$ cat config.mk
export PLATFORM = sky130hd
export DESIGN_NAME = sdram_arbiter_flat
export DESIGN_NICKNAME = d
export VERILOG_FILES = /design/src/rtl/sdram_arbiter_if.sv /design/src/rtl/sdram_arbiter.sv /design/src/flat_wrapper.sv
export SDC_FILE = /design/constraint.sdc
export NUM_CORES = 1
export LEC_CHECK = 0
export CORE_MARGIN = 5
export CORE_UTILIZATION = 37
export DETAILED_ROUTE_END_ITERATION = 16
export PLACE_DENSITY = 0.94
export SLEW_MARGIN = 15
export SYNTH_ARGS = -nofsm -noshare
export SYNTH_HDL_FRONTEND = slang
export SYNTH_SLANG_ARGS = --single-unit
$ cat constraint.sdc
create_clock -name clk -period 7.1 [get_ports clk]
set_input_delay 2.13 -clock clk [delete_from_list [all_inputs] [get_ports clk]]
set_output_delay 2.13 -clock clk [all_outputs]
set_load 0.01 [all_outputs]
$ cat src/rtl/sdram_arbiter_if.sv
// sdram_arbiter_if: requester-side and controller-side signal bundle for sdram_arbiter.
interface sdram_arbiter_if #(
  parameter int N_REQ    = 4,
  parameter int RD_DEPTH = 8
);
  logic [N_REQ-1:0]          req_read;
  logic [N_REQ-1:0]          req_write;
  logic [N_REQ*26-1:0]       req_addr;
  logic [N_REQ*2-1:0]        req_wr_strb;
  logic [N_REQ*16-1:0]       req_data_write;
  logic [N_REQ-1:0]          req_ready;
  logic [15:0]               rsp_data;
  logic [N_REQ-1:0]          rsp_val;
  logic                      mem_read;
  logic                      mem_write;
  logic [25:0]               mem_addr;
  logic [1:0]                mem_wr_strb;
  logic [15:0]               mem_data_write;
  logic                      mem_cmd_ready;
  logic [15:0]               mem_data_read;
  logic                      mem_data_read_val;
  logic [$clog2(RD_DEPTH):0] outstanding;
  logic                      err_orphan;
  modport slave (
    input  req_read, req_write, req_addr, req_wr_strb, req_data_write,
           mem_cmd_ready, mem_data_read, mem_data_read_val,
    output req_ready, rsp_data, rsp_val, mem_read, mem_write, mem_addr,
           mem_wr_strb, mem_data_write, outstanding, err_orphan
  );
  modport master (
    output req_read, req_write, req_addr, req_wr_strb, req_data_write,
           mem_cmd_ready, mem_data_read, mem_data_read_val,
    input  req_ready, rsp_data, rsp_val, mem_read, mem_write, mem_addr,
           mem_wr_strb, mem_data_write, outstanding, err_orphan
  );
endinterface

$ cat src/rtl/sdram_arbiter.sv
// sdram_arbiter: round-robin sharing of one SDRAM command port, with an in-order read tag FIFO.
module sdram_arbiter #(
  parameter int N_REQ    = 4,
  parameter int RD_DEPTH = 8
) (
  input logic            clk,
  input logic            reset,
  sdram_arbiter_if.slave bus
);
  localparam int ID_W = $clog2(N_REQ);
  localparam int PW   = $clog2(RD_DEPTH);
  localparam int CW   = PW + 1;
  logic [ID_W-1:0] rr_ptr, g;
  logic [ID_W-1:0] fifo [RD_DEPTH];
  logic [PW-1:0]   head, tail;
  logic [CW-1:0]   count;
  logic            err_orphan;
  logic            any, rd_g, wr_g, full, accept, push, pop, has;
  logic [N_REQ-1:0] pending;
  assign pending = bus.req_read | bus.req_write;
  // Scan downward so the index closest to rr_ptr is the last one to win.
  always_comb begin
    g   = '0;
    any = 1'b0;
    for (int k = N_REQ - 1; k >= 0; k--)
      if (pending[(int'(rr_ptr) + k) % N_REQ]) begin
        g   = ID_W'((int'(rr_ptr) + k) % N_REQ);
        any = 1'b1;
      end
  end
  assign rd_g   = any & bus.req_read[g];
  assign wr_g   = any & ~bus.req_read[g] & bus.req_write[g];
  assign full   = count == CW'(RD_DEPTH);
  assign has    = count != '0;
  assign bus.mem_read       = ~reset & rd_g & ~full;
  assign bus.mem_write      = ~reset & wr_g;
  assign bus.mem_addr       = any ? bus.req_addr[26*g +: 26] : '0;
  assign bus.mem_wr_strb    = any ? bus.req_wr_strb[2*g +: 2] : '0;
  assign bus.mem_data_write = any ? bus.req_data_write[16*g +: 16] : '0;
  assign accept = bus.mem_cmd_ready & (bus.mem_read | bus.mem_write);
  assign push   = accept & bus.mem_read;
  assign pop    = bus.mem_data_read_val & has;
  assign bus.req_ready   = accept ? N_REQ'(1) << g : '0;
  assign bus.rsp_val     = (~reset & pop) ? N_REQ'(1) << fifo[head] : '0;
  assign bus.rsp_data    = bus.mem_data_read;
  assign bus.outstanding = count;
  assign bus.err_orphan  = err_orphan;
  always_ff @(posedge clk or posedge reset)
    if (reset) begin
      rr_ptr     <= '0;
      head       <= '0;
      tail       <= '0;
      count      <= '0;
      err_orphan <= 1'b0;
    end else begin
      if (accept) rr_ptr <= ID_W'((int'(g) + 1) % N_REQ);
      head  <= head + PW'(pop);
      tail  <= tail + PW'(push);
      count <= count + CW'(push) - CW'(pop);
      if (bus.mem_data_read_val & ~has) err_orphan <= 1'b1;
    end
  always_ff @(posedge clk)
    if (push) fifo[tail] <= g;
endmodule

$ cat src/flat_wrapper.sv
// flat-port wrapper written by rule: the top's interface ports become plain ports
module sdram_arbiter_flat 
#(
  parameter int N_REQ    = 4,
  parameter int RD_DEPTH = 8
)
  (clk, reset, bus_req_read, bus_req_write, bus_req_addr, bus_req_wr_strb, bus_req_data_write, bus_mem_cmd_ready, bus_mem_data_read, bus_mem_data_read_val, bus_req_ready, bus_rsp_data, bus_rsp_val, bus_mem_read, bus_mem_write, bus_mem_addr, bus_mem_wr_strb, bus_mem_data_write, bus_outstanding, bus_err_orphan);
  sdram_arbiter_if #(.N_REQ(N_REQ), .RD_DEPTH(RD_DEPTH)) bus_i ();
  input logic clk;
  input logic reset;
  input wire logic [$bits(bus_i.req_read)-1:0] bus_req_read;
  input wire logic [$bits(bus_i.req_write)-1:0] bus_req_write;
  input wire logic [$bits(bus_i.req_addr)-1:0] bus_req_addr;
  input wire logic [$bits(bus_i.req_wr_strb)-1:0] bus_req_wr_strb;
  input wire logic [$bits(bus_i.req_data_write)-1:0] bus_req_data_write;
  input wire logic [$bits(bus_i.mem_cmd_ready)-1:0] bus_mem_cmd_ready;
  input wire logic [$bits(bus_i.mem_data_read)-1:0] bus_mem_data_read;
  input wire logic [$bits(bus_i.mem_data_read_val)-1:0] bus_mem_data_read_val;
  output wire logic [$bits(bus_i.req_ready)-1:0] bus_req_ready;
  output wire logic [$bits(bus_i.rsp_data)-1:0] bus_rsp_data;
  output wire logic [$bits(bus_i.rsp_val)-1:0] bus_rsp_val;
  output wire logic [$bits(bus_i.mem_read)-1:0] bus_mem_read;
  output wire logic [$bits(bus_i.mem_write)-1:0] bus_mem_write;
  output wire logic [$bits(bus_i.mem_addr)-1:0] bus_mem_addr;
  output wire logic [$bits(bus_i.mem_wr_strb)-1:0] bus_mem_wr_strb;
  output wire logic [$bits(bus_i.mem_data_write)-1:0] bus_mem_data_write;
  output wire logic [$bits(bus_i.outstanding)-1:0] bus_outstanding;
  output wire logic [$bits(bus_i.err_orphan)-1:0] bus_err_orphan;
  assign bus_i.req_read = bus_req_read;
  assign bus_i.req_write = bus_req_write;
  assign bus_i.req_addr = bus_req_addr;
  assign bus_i.req_wr_strb = bus_req_wr_strb;
  assign bus_i.req_data_write = bus_req_data_write;
  assign bus_i.mem_cmd_ready = bus_mem_cmd_ready;
  assign bus_i.mem_data_read = bus_mem_data_read;
  assign bus_i.mem_data_read_val = bus_mem_data_read_val;
  assign bus_req_ready = bus_i.req_ready;
  assign bus_rsp_data = bus_i.rsp_data;
  assign bus_rsp_val = bus_i.rsp_val;
  assign bus_mem_read = bus_i.mem_read;
  assign bus_mem_write = bus_i.mem_write;
  assign bus_mem_addr = bus_i.mem_addr;
  assign bus_mem_wr_strb = bus_i.mem_wr_strb;
  assign bus_mem_data_write = bus_i.mem_data_write;
  assign bus_outstanding = bus_i.outstanding;
  assign bus_err_orphan = bus_i.err_orphan;
  sdram_arbiter #(.N_REQ(N_REQ), .RD_DEPTH(RD_DEPTH)) u_core (.clk(clk), .reset(reset), .bus(bus_i));
endmodule
After elaboration in Yosys (flattened, before gate mapping) --
Memories as Yosys holds them, arrays and structs flattened. Cells that the tools add are included.
Storage, ports and cells: bits in writable memories 16, flip-flop bits (word level) 13, memories 1, output and inout port bits 75
Memory list:
- u_core.fifo | words 8, bits a word 2, read ports 1, clocked after memory_dff 0, wr ports 1, line sdram_arbiter.sv:14 | logic [ID_W-1:0] fifo [RD_DEPTH];
Cells by class: shift operators 5, multipliers 1, add/sub/neg operators 8, mux-type cells 30, eq/ne operators 1, magnitude comparators 5, reductions and logical operators 4, bitwise gates (word level) 20
Operator list (count):
- indexed part select 104 x 8 -> 26 bit | 1
- indexed part select 64 x 7 -> 16 bit | 1
- two-way mux 26 bit | 1
- two-way mux 16 bit | 1
- two-way mux 1 bit | 15
- binary-select mux 1 bit (select 2 bit) | 6
- < comparator 3 x 4 -> 1 bit (second input constant) | 3
- AND 1 bit | 11
- two-way mux 2 bit | 5
- two-way mux 4 bit | 2
- indexed part select 8 x 4 -> 2 bit | 1
- left shift 1 x 2 -> 4 bit (first input constant) | 2
- adder 3 x 1 -> 3 bit | 2
- < comparator 2 x 3 -> 1 bit (second input constant) | 2
- multiplier 4 x 2 -> 6 bit (first input constant) | 1
- OR reduction 2 bit | 3
- adder 2 x 1 -> 2 bit (second input constant) | 2
- adder 2 bit (second input constant) | 2
- adder 4 x 1 -> 4 bit | 1
- == test 4 bit (second input constant) | 1
- inverter 1 bit | 4
- OR 4 bit | 1
- nonzero test 4 bit | 1
- subtractor 4 x 1 -> 4 bit | 1
- 2 further kinds | 4

Depth between registers and ports, before layout --
Gate-level depths: netlist (run 1).
word-level depth 21, depth in mapped cells 11

Least setup slack after synthesis (run 1) --
No wires, ideal clock.
path type input -> output, start point in bus_req_write[2], end point out bus_mem_read, stages on the path 7, data required time 4.970 ns, data arrival time 3.714 ns, path slack 1.256 ns, path buffers 1, cell sequence o21ba_2 -> o21a_1 -> nor3_2 -> inv_2 -> mux2i_1 -> buf_6 -> nor4_1
On the way: longest elaborated chain between the ends 13
Ends and longest elaborated chain:
- from (decl) | line flat_wrapper.sv:12 | input wire logic [$bits(bus_i.req_write)-1:0] bus_req_write;
- OR 4 bit * | line sdram_arbiter.sv:20 | assign pending = bus.req_read | bus.req_write;
- binary-select mux 1 bit (select 2 bit) | line sdram_arbiter.sv:26 | if (pending[(int'(rr_ptr) + k) % N_REQ]) begin
- two-way mux 1 bit (not written as such) (2 in series) | line sdram_arbiter.sv:26
- two-way mux 2 bit (3 in series) | line sdram_arbiter.sv:26
- two-way mux 2 bit * | line sdram_arbiter.sv:26
- net u_core.g[0] | line sdram_arbiter.sv:13 | logic [ID_W-1:0] rr_ptr, g;
- binary-select mux 1 bit (select 2 bit) * | line sdram_arbiter.sv:31 | assign rd_g = any & bus.req_read[g];
- two-way mux 1 bit (not written as such) * | line sdram_arbiter.sv:31
- AND 1 bit * | line sdram_arbiter.sv:31
- AND 1 bit * (2 in series) | line sdram_arbiter.sv:35 | assign bus.mem_read = ~reset & rd_g & ~full;
- to (decl) | line flat_wrapper.sv:22 | output wire logic [$bits(bus_i.mem_read)-1:0] bus_mem_read;
Mark *: on every way through the listed nets, which the timed path passes. The rest lies on a longest branch. The select of a mux whose other input is x is not followed.

Worst setup path after layout (run 1) --
start point in bus_req_read[1], end point out bus_mem_write
On the way: longest elaborated chain between the ends 14
Ends and longest elaborated chain:
- from (decl) | line flat_wrapper.sv:11 | input wire logic [$bits(bus_i.req_read)-1:0] bus_req_read;
- OR 4 bit * | line sdram_arbiter.sv:20
- binary-select mux 1 bit (select 2 bit) | line sdram_arbiter.sv:26
- two-way mux 1 bit (not written as such) (2 in series) | line sdram_arbiter.sv:26
- two-way mux 2 bit (3 in series) | line sdram_arbiter.sv:26
- two-way mux 2 bit * | line sdram_arbiter.sv:26
- net u_core.g[0] | line sdram_arbiter.sv:13
- binary-select mux 1 bit (select 2 bit) | line sdram_arbiter.sv:32 | assign wr_g = any & ~bus.req_read[g] & bus.req_write[g];
- two-way mux 1 bit (not written as such) | line sdram_arbiter.sv:32
- inverter 1 bit | line sdram_arbiter.sv:32
- AND 1 bit | line sdram_arbiter.sv:32
- AND 1 bit * | line sdram_arbiter.sv:32
- AND 1 bit * | line sdram_arbiter.sv:36 | assign bus.mem_write = ~reset & wr_g;
- to (decl) | line flat_wrapper.sv:23 | output wire logic [$bits(bus_i.mem_write)-1:0] bus_mem_write;
Marks and branches as above.

==> impl_metrics.json, run 1 <==
{
  "insertion_delay_ps": 290,
  "p_sw_mw": 0.8807,
  "vias_per_cell": 5.611,
  "ant_nets": 0,
  "vdd_drop_max_uv": 185.0,
  "drc": 0,
  "period_needed_ps": 6950,
  "grt_pass1_vias": 4394,
  "ys_async_sr_fraction_pct": 44.83,
  "setup_viol": 0,
  "outcome": "complete, no violations",
  "critPathKind": "primary input to output pin",
  "dr.pass1.iters": 5,
  "worst_pin_slew_ps": 761.2,
  "hpwl_mm": 13.80,
  "synthesis.instances": 430,
  "period_share_pct": 97.88,
  "dpl_worst_slack_ps": 15.69,
  "rows": 36,
  "setup_ws_ps": 150.2,
  "power_frac_seq_pct": 14.9,
  "slew-limit-headroom_pct": 49.14,
  "drv_cap": 0,
  "cts_buffer_depth": 2,
  "grt_pass1_wl_mm": 23.65,
  "antenna_found_initial": 3,
  "grt_max_degree": 51,
  "clock_sinks": 29,
  "synth-seq-cells": 29,
  "swShare_pct": 43.94,
  "setup_tns_ps": 0,
  "ios": 279,
  "p_per_area_nw_per_um2": 317.1,
  "syn_avg_cell_area_um2": 8.470,
  "whs_ps": 490.7,
  "rsz0062_at_grt": "no",
  "combPwrFrac_pct": 78.7,
  "ys.warnings.count": 0,
  "power_leakage_nw": 2.476,
  "synth_top_area_share_pct": 27.21,
  "wirelength_mm": 16.75,
  "crit_required_ps": 4970,
  "hold_viol_final": 0,
  "grt_usage_pct": 26.10,
  "synth.largest_area_cell": "a211oi_1",
  "ctsRootBufferMaster": "clkbuf_8",
  "die_h_um": 109.2,
  "ys_types": 53,
  "overflow": 0,
  "wl_per_cell_um": 21.18,
  "dr_total_vias": 4438,
  "syn-num-nets": 649,
  "final_nets": 873,
  "first_iter_violations": 260,
  "synth_flop_cell": "edfxtp_1",
  "worstPathMaxFanout": 42,
  "yosysSeqAreaShare_pct": 22.12,
  "numCtsBuffers": 5,
  "clock-skew-final_ps": 4.723,
  "place.port_buffers": 246,
  "syn_area_um2": 3642,
  "path_clk_slew_ps": 60,
  "end_kind": "output pin",
  "p_int_mw": 1.124,
  "startpoint_type": "primary input",
  "die_area_um2": 11930,
  "hold_path_class": "flip-flop to flip-flop",
  "cts_tree": "yes",
  "htreeDepth": 2,
  "place_congestion": 0.9075,
  "fmaxAchievable_mhz": 143.9,
  "drive_above_1_share_pct": 7.328,
  "synthTopCellsByArea": "a211oi_1 (27%), edfxtp_1 (13%), mux2i_1 (13%), dfrtp_1 (8.9%), inv_1 (5.9%)",
  "core_area_um2": 9684,
  "clockPowerShare_pct": 6.3,
  "synth_edf_count": 16,
  "synthToLayoutAreaGrowth_pct": 73.55,
  "start_util_pct": 37.61,
  "arrival_ps": 4820,
  "die_w_um": 109.2,
  "slew_violations": 0
}
-- logic make-up (layout without fill, tap and decap cells) --
| kind of cell | after synthesis | in the layout | synth area share, % |
|---|---|---|---|
| flip-flops | 29 | 29 | 22.12 |
| other | 0 | 3 | 0 |
| AO/OA/AOI/OAI | 156 | 156 | 32.33 |
| multiplexers | 51 | 51 | 15.39 |
| buffers and inverters | 113 | 338 | 14.74 |
| AND/OR/NAND/NOR | 62 | 62 | 9.104 |
| adder cells (fa/ha/maj) | 15 | 15 | 5.359 |
| XOR/XNOR | 4 | 4 | 0.9620 |
-- layout by cell type, fill, tap and decap left out, types with 9 or more instances in the layout --
master,netlist,layout
a211oi_1,132,132
buf_4,23,21
clkdlybuf4s50_1,0,246
dfrtp_1,13,13
edfxtp_1,16,16
ha_1,14,14
inv_1,57,57
mux2i_1,47,47
nand2_1,13,13
nor2_1,12,12
nor3_1,9,9
-- routing by layer --
| metal | vias to the layer above | routed length [um] | track usage (%) |
|---|---|---|---|
| li1 | 2070 | - | - |
| met1 | 2086 | 5701 | 26.83 |
| met2 | 226 | 9110 | 49.39 |
| met3 | 54 | 1108 | 6.335 |
| met4 | 2 | 819 | 11.93 |
| met5 | - | 13 | 0 |
-- worst max-delay path: stages --
cell	delay, ps
clkdlybuf4s50_1	460
nor2_1	410
o21a_1	300
nor3_4	80
inv_2	120
buf_12	220
mux2i_1	310
nor3b_1	220
clkdlybuf4s50_1	560
-- sequential cells by signal, indices dropped and copies added (netlist names) --
signal                  flops
u_core.tail                 3
u_core.head                 3
u_core.rr_ptr               2
u_core.bus.outstanding      4
u_core.fifo                16
u_core.bus.err_orphan       1
-- final timing paths --
path | startpoint | end | slack [ps] | cells after the start
worst max-delay path | bus_req_read[1] | bus_mem_write | 150 | 9
worst min-delay path | u_core.bus.err_orphan | u_core.bus.err_orphan | 490 | 1
worst max register to register | u_core.rr_ptr[1] | u_core.bus.outstanding[2] | 3880 | 12
worst min register to register | u_core.bus.err_orphan | u_core.bus.err_orphan | 490 | 1
max in group asynchronous | reset | u_core.bus.outstanding[3] | 4650 | 3
min in group asynchronous | reset | u_core.rr_ptr[0] | 2290 | 3
-- metrics by stage --
step / util, % / area (um2) / cells / total power [mW]
2_1_floorplan: - / 3642 / 430 / 1.152
3_3_place_gp: 63.98 / 6196 / 776 / 1.804
6_report: 65.27 / 6321 / 791 / 2.005
3_5_place_dp: 63.98 / 6196 / 776 / 1.848
4_1_cts: 64.88 / 6284 / 784 / 1.989
5_1_grt: 65.25 / 6319 / 790 / 2.131
-- what timing repair did --
action	4_1_cts	5_1_grt
hold buffers	0	0
endpoints found under the setup margin	1	2
resized for setup	1	0
endpoints found under the hold margin	0	0
gates cloned	0	0
pin swaps	0	1
buffers inserted	0	4
-- final cells by class --
class / count / area (um2)
clock buffer: 5 / 68.82
clock inverter: 3 / 12.51
sequential: 29 / 805.8
multi-input combinational: 288 / 2336
tap: 133 / 166.4
fill: 763 / 3363
timing repair buffer: 271 / 2700
antenna: 3 / 7.507
inverter: 59 / 224.0
-- cell usage after synthesis (6+ instances only) --
master    number
a211oi_1     132
buf_4         23
inv_1         57
ha_1          14
clkbuf_1      25
nor4_1         6
dfrtp_1       13
nand2_1       13
edfxtp_1      16
nor2_1        12
nor3_1         9
mux2i_1       47
-- power by group through the flow --
| stage | combinational [mW] | sequential, mW | clock [mW] |
|---|---|---|---|
| 2_1_floorplan | 0.865 | 0.286 | 0 |
| 5_1_grt | 1.69 | 0.306 | 0.139 |
| 3_5_place_dp | 1.55 | 0.300 | 0 |
| 6_report | 1.58 | 0.299 | 0.127 |
| 4_1_cts | 1.56 | 0.298 | 0.130 |
| 3_3_place_gp | 1.51 | 0.297 | 0 |
Power figures use the tool's default switching activity.
==> inputs of run 2 (changes only) <==
--- a/config.mk
+++ b/config.mk
@@ -5,10 +5,12 @@
 export SDC_FILE = /design/constraint.sdc
 export NUM_CORES = 1
 export LEC_CHECK = 0
-export CORE_MARGIN = 5
+export ABC_AREA = 1
+export CORE_MARGIN = 10
 export CORE_UTILIZATION = 37
 export DETAILED_ROUTE_END_ITERATION = 16
-export PLACE_DENSITY = 0.94
+export HOLD_SLACK_MARGIN = 0.05
+export PLACE_DENSITY = 0.95
 export SLEW_MARGIN = 15
 export SYNTH_ARGS = -nofsm -noshare
 export SYNTH_HDL_FRONTEND = slang
==> run 2 against run 1 <==
Compared with the run above:
- via count is 2.1% higher
- power is 62% higher
- routed wire length is 6.4% lower
- worst hold slack worse by 35 ps
- setup slack better by 47 ps
- synthesized area is 0.27% lower
- combinational power is 78% higher
==> impl_metrics.json, run 2 <==
{
  "clock_sinks": 29,
  "critPathTopFamily": "buffers and inverters",
  "startpoint_type": "primary input",
  "antenna_found_initial": 0,
  "cp_common_cell": "nor2_1",
  "place.port_buffers": 246,
  "ios": 279,
  "grt_max_degree": 63,
  "die_h_um": 119.1,
  "cts_resized": 0,
  "hpwl_mm": 12.88,
  "critPathKind": "primary input to output pin",
  "vias_per_cell": 4.963,
  "numCtsBuffers": 5,
  "placed_area_um2": 5971,
  "clock-skew-final_ps": 3.176,
  "insertion_delay_ps": 280,
  "crit_buf_inv": 4,
  "yosysSeqAreaShare_pct": 22.18,
  "fmaxAchievable_mhz": 144.9,
  "cts_buffer_depth": 2,
  "outcome": "complete, no violations",
  "slew-limit-headroom_pct": 73.04,
  "final_cell_mix": "clkdlybuf4s50_1 (243), nor2_1 (198), o21ai_0 (62)",
  "period_share_pct": 97.22,
  "synth_commonest_cells": "nor2_1 (198), o21ai_0 (63), a21oi_1 (41)",
  "wl_per_cell_um": 17.17,
  "die_w_um": 119.1,
  "grt_usage_pct": 20.90,
  "p_per_area_nw_per_um2": 536.6,
  "drive_above_1_share_pct": 7.051,
  "rsz0062_at_grt": "yes",
  "power_leakage_nw": 2.501,
  "vdd_drop_max_uv": 338.8,
  "synth_flop_cell": "edfxtp_1",
  "ys_async_sr_fraction_pct": 44.83,
  "grt_pass1_wl_mm": 24.29,
  "period_needed_ps": 6903,
  "cts_tree": "yes",
  "ant_nets": 0,
  "synth.largest_area_cell": "nor2_1",
  "path_clk_slew_ps": 60,
  "syn_area_um2": 3632,
  "hold_viol_final": 0,
  "dr_total_vias": 4531,
  "top_register": "u_core.fifo",
  "power_mw": 3.256,
  "dr.pass1.iters": 5,
  "crit_slowest_cell": "clkdlybuf4s50_1",
  "ctsRootBufferMaster": "clkbuf_8",
  "synthTopCellsByArea": "nor2_1 (20%), edfxtp_1 (13%), dfrtp_1 (9.0%), o21ai_0 (8.7%), a21oi_1 (5.6%)",
  "worstPathMaxFanout": 38,
  "n_antenna_cell": 0,
  "htreeDepth": 2,
  "syn-num-nets": 785,
  "grt_pass1_vias": 4547,
  "reg2reg_depth": 13,
  "ys.warnings.count": 0,
  "design_area_um2": 6068,
  "first_iter_violations": 310,
  "syn_avg_cell_area_um2": 6.417,
  "dr_wl_met2_mm": 7.977,
  "core_area_um2": 9684,
  "cp.depth": 14,
  "hold_path_class": "flip-flop to flip-flop",
  "yosysMostFrequentCell": "nor2_1",
  "drc": 0,
  "ys_types": 38,
  "arrival_ps": 4770,
  "slew_violations": 0,
  "largest_reg_flops": 16,
  "setup_viol": 0,
  "synthesis.instances": 566,
  "worst_pin_slew_ps": 400.1,
  "overflow": 0,
  "topRoutingLayerUsed": "met4",
  "hold_depth": 1,
  "cts_setup_buffers": 0,
  "synth-seq-cells": 29,
  "final_common_cell": "clkdlybuf4s50_1",
  "rows": 36,
  "fin_util_pct": 62.66,
  "start_util_pct": 37.51,
  "postCtsHoldBufs": 0,
  "cp_cell_sequence": "clkdlybuf4s50_1 > o21ai_1 > nand2_2 > nor2_1 > nor2_2 > nand3_2 > nand2_8 > clkinv_8 > buf_12 > nor2_1 > nor2_1 > o21ai_0 > a21oi_1 > clkdlybuf4s50_1",
  "wirelength_mm": 15.68,
  "die_area_um2": 14180,
  "end_kind": "output pin",
  "crit_required_ps": 4970,
  "place_congestion": 0.9045,
  "synth_top_area_share_pct": 20.46,
  "synthToLayoutAreaGrowth_pct": 67.07,
  "wl_met1_mm": 5.712,
  "max_stage_delay_ps": 550,
  "synth_edf_count": 16,
  "drv_cap": 0,
  "met3_length_mm": 1.593,
  "final_nets": 998
}
run 2: logic make-up (layout without fill, tap and decap cells):
group | after synthesis | count (layout) | share of synthesized area, %
AND/OR/NAND/NOR | 275 | 275 | 32.52
AO/OA/AOI/OAI | 152 | 152 | 22.53
buffers and inverters | 90 | 304 | 16.19
flip-flops | 29 | 29 | 22.18
adder cells (fa/ha/maj) | 15 | 15 | 5.374
XOR/XNOR | 5 | 5 | 1.206
run 2: routing by layer:
layer / track usage, % / vias up
li1: - / 2271
met1: 22.42 / 2030
met2: 37.38 / 206
met3: 7.747 / 24
met4: 6.183 / 0
met5: 0 / -
run 2: final timing paths:
path,start,endpoint,slack [ps]
min in group asynchronous,reset,u_core.rr_ptr[0],2230
max reg2reg,u_core.rr_ptr[0],u_core.bus.outstanding[2],4060
min reg2reg,u_core.bus.err_orphan,u_core.bus.err_orphan,460
max,bus_req_read[1],bus_mem_data_write[5],200
max in group asynchronous,reset,u_core.tail[2],4710
min,u_core.bus.err_orphan,u_core.bus.err_orphan,460
run 2: final cells by class:
type                            instances  area, um2
Tap cell                              133      166.4
Timing Repair Buffer                  258       2614
Fill cell                             819       3616
Clock buffer                            5      68.82
Clock inverter                          3      12.51
Inverter                               38      157.7
Sequential cell                        29      805.8
Multi-Input combinational cell        447       2243
run 2: per-stage QoR:
step	TNS (ps)	std cells	setup slack (ps)	hold WS, ps
6_report	0	913	197.3	455.8
5_1_grt	-3.599	913	-3.599	497.8
4_1_cts	0	913	145.9	458.3
3_5_place_dp	0	905	143.7	444.6
3_3_place_gp	0	905	175.9	436.1
2_1_floorplan	0	566	1463	460.4
run 2: power by group:
group	switching (mW)	internal, mW
combinational	1.52	1.30
sequential	0.0590	0.253
clock	0.0622	0.0657
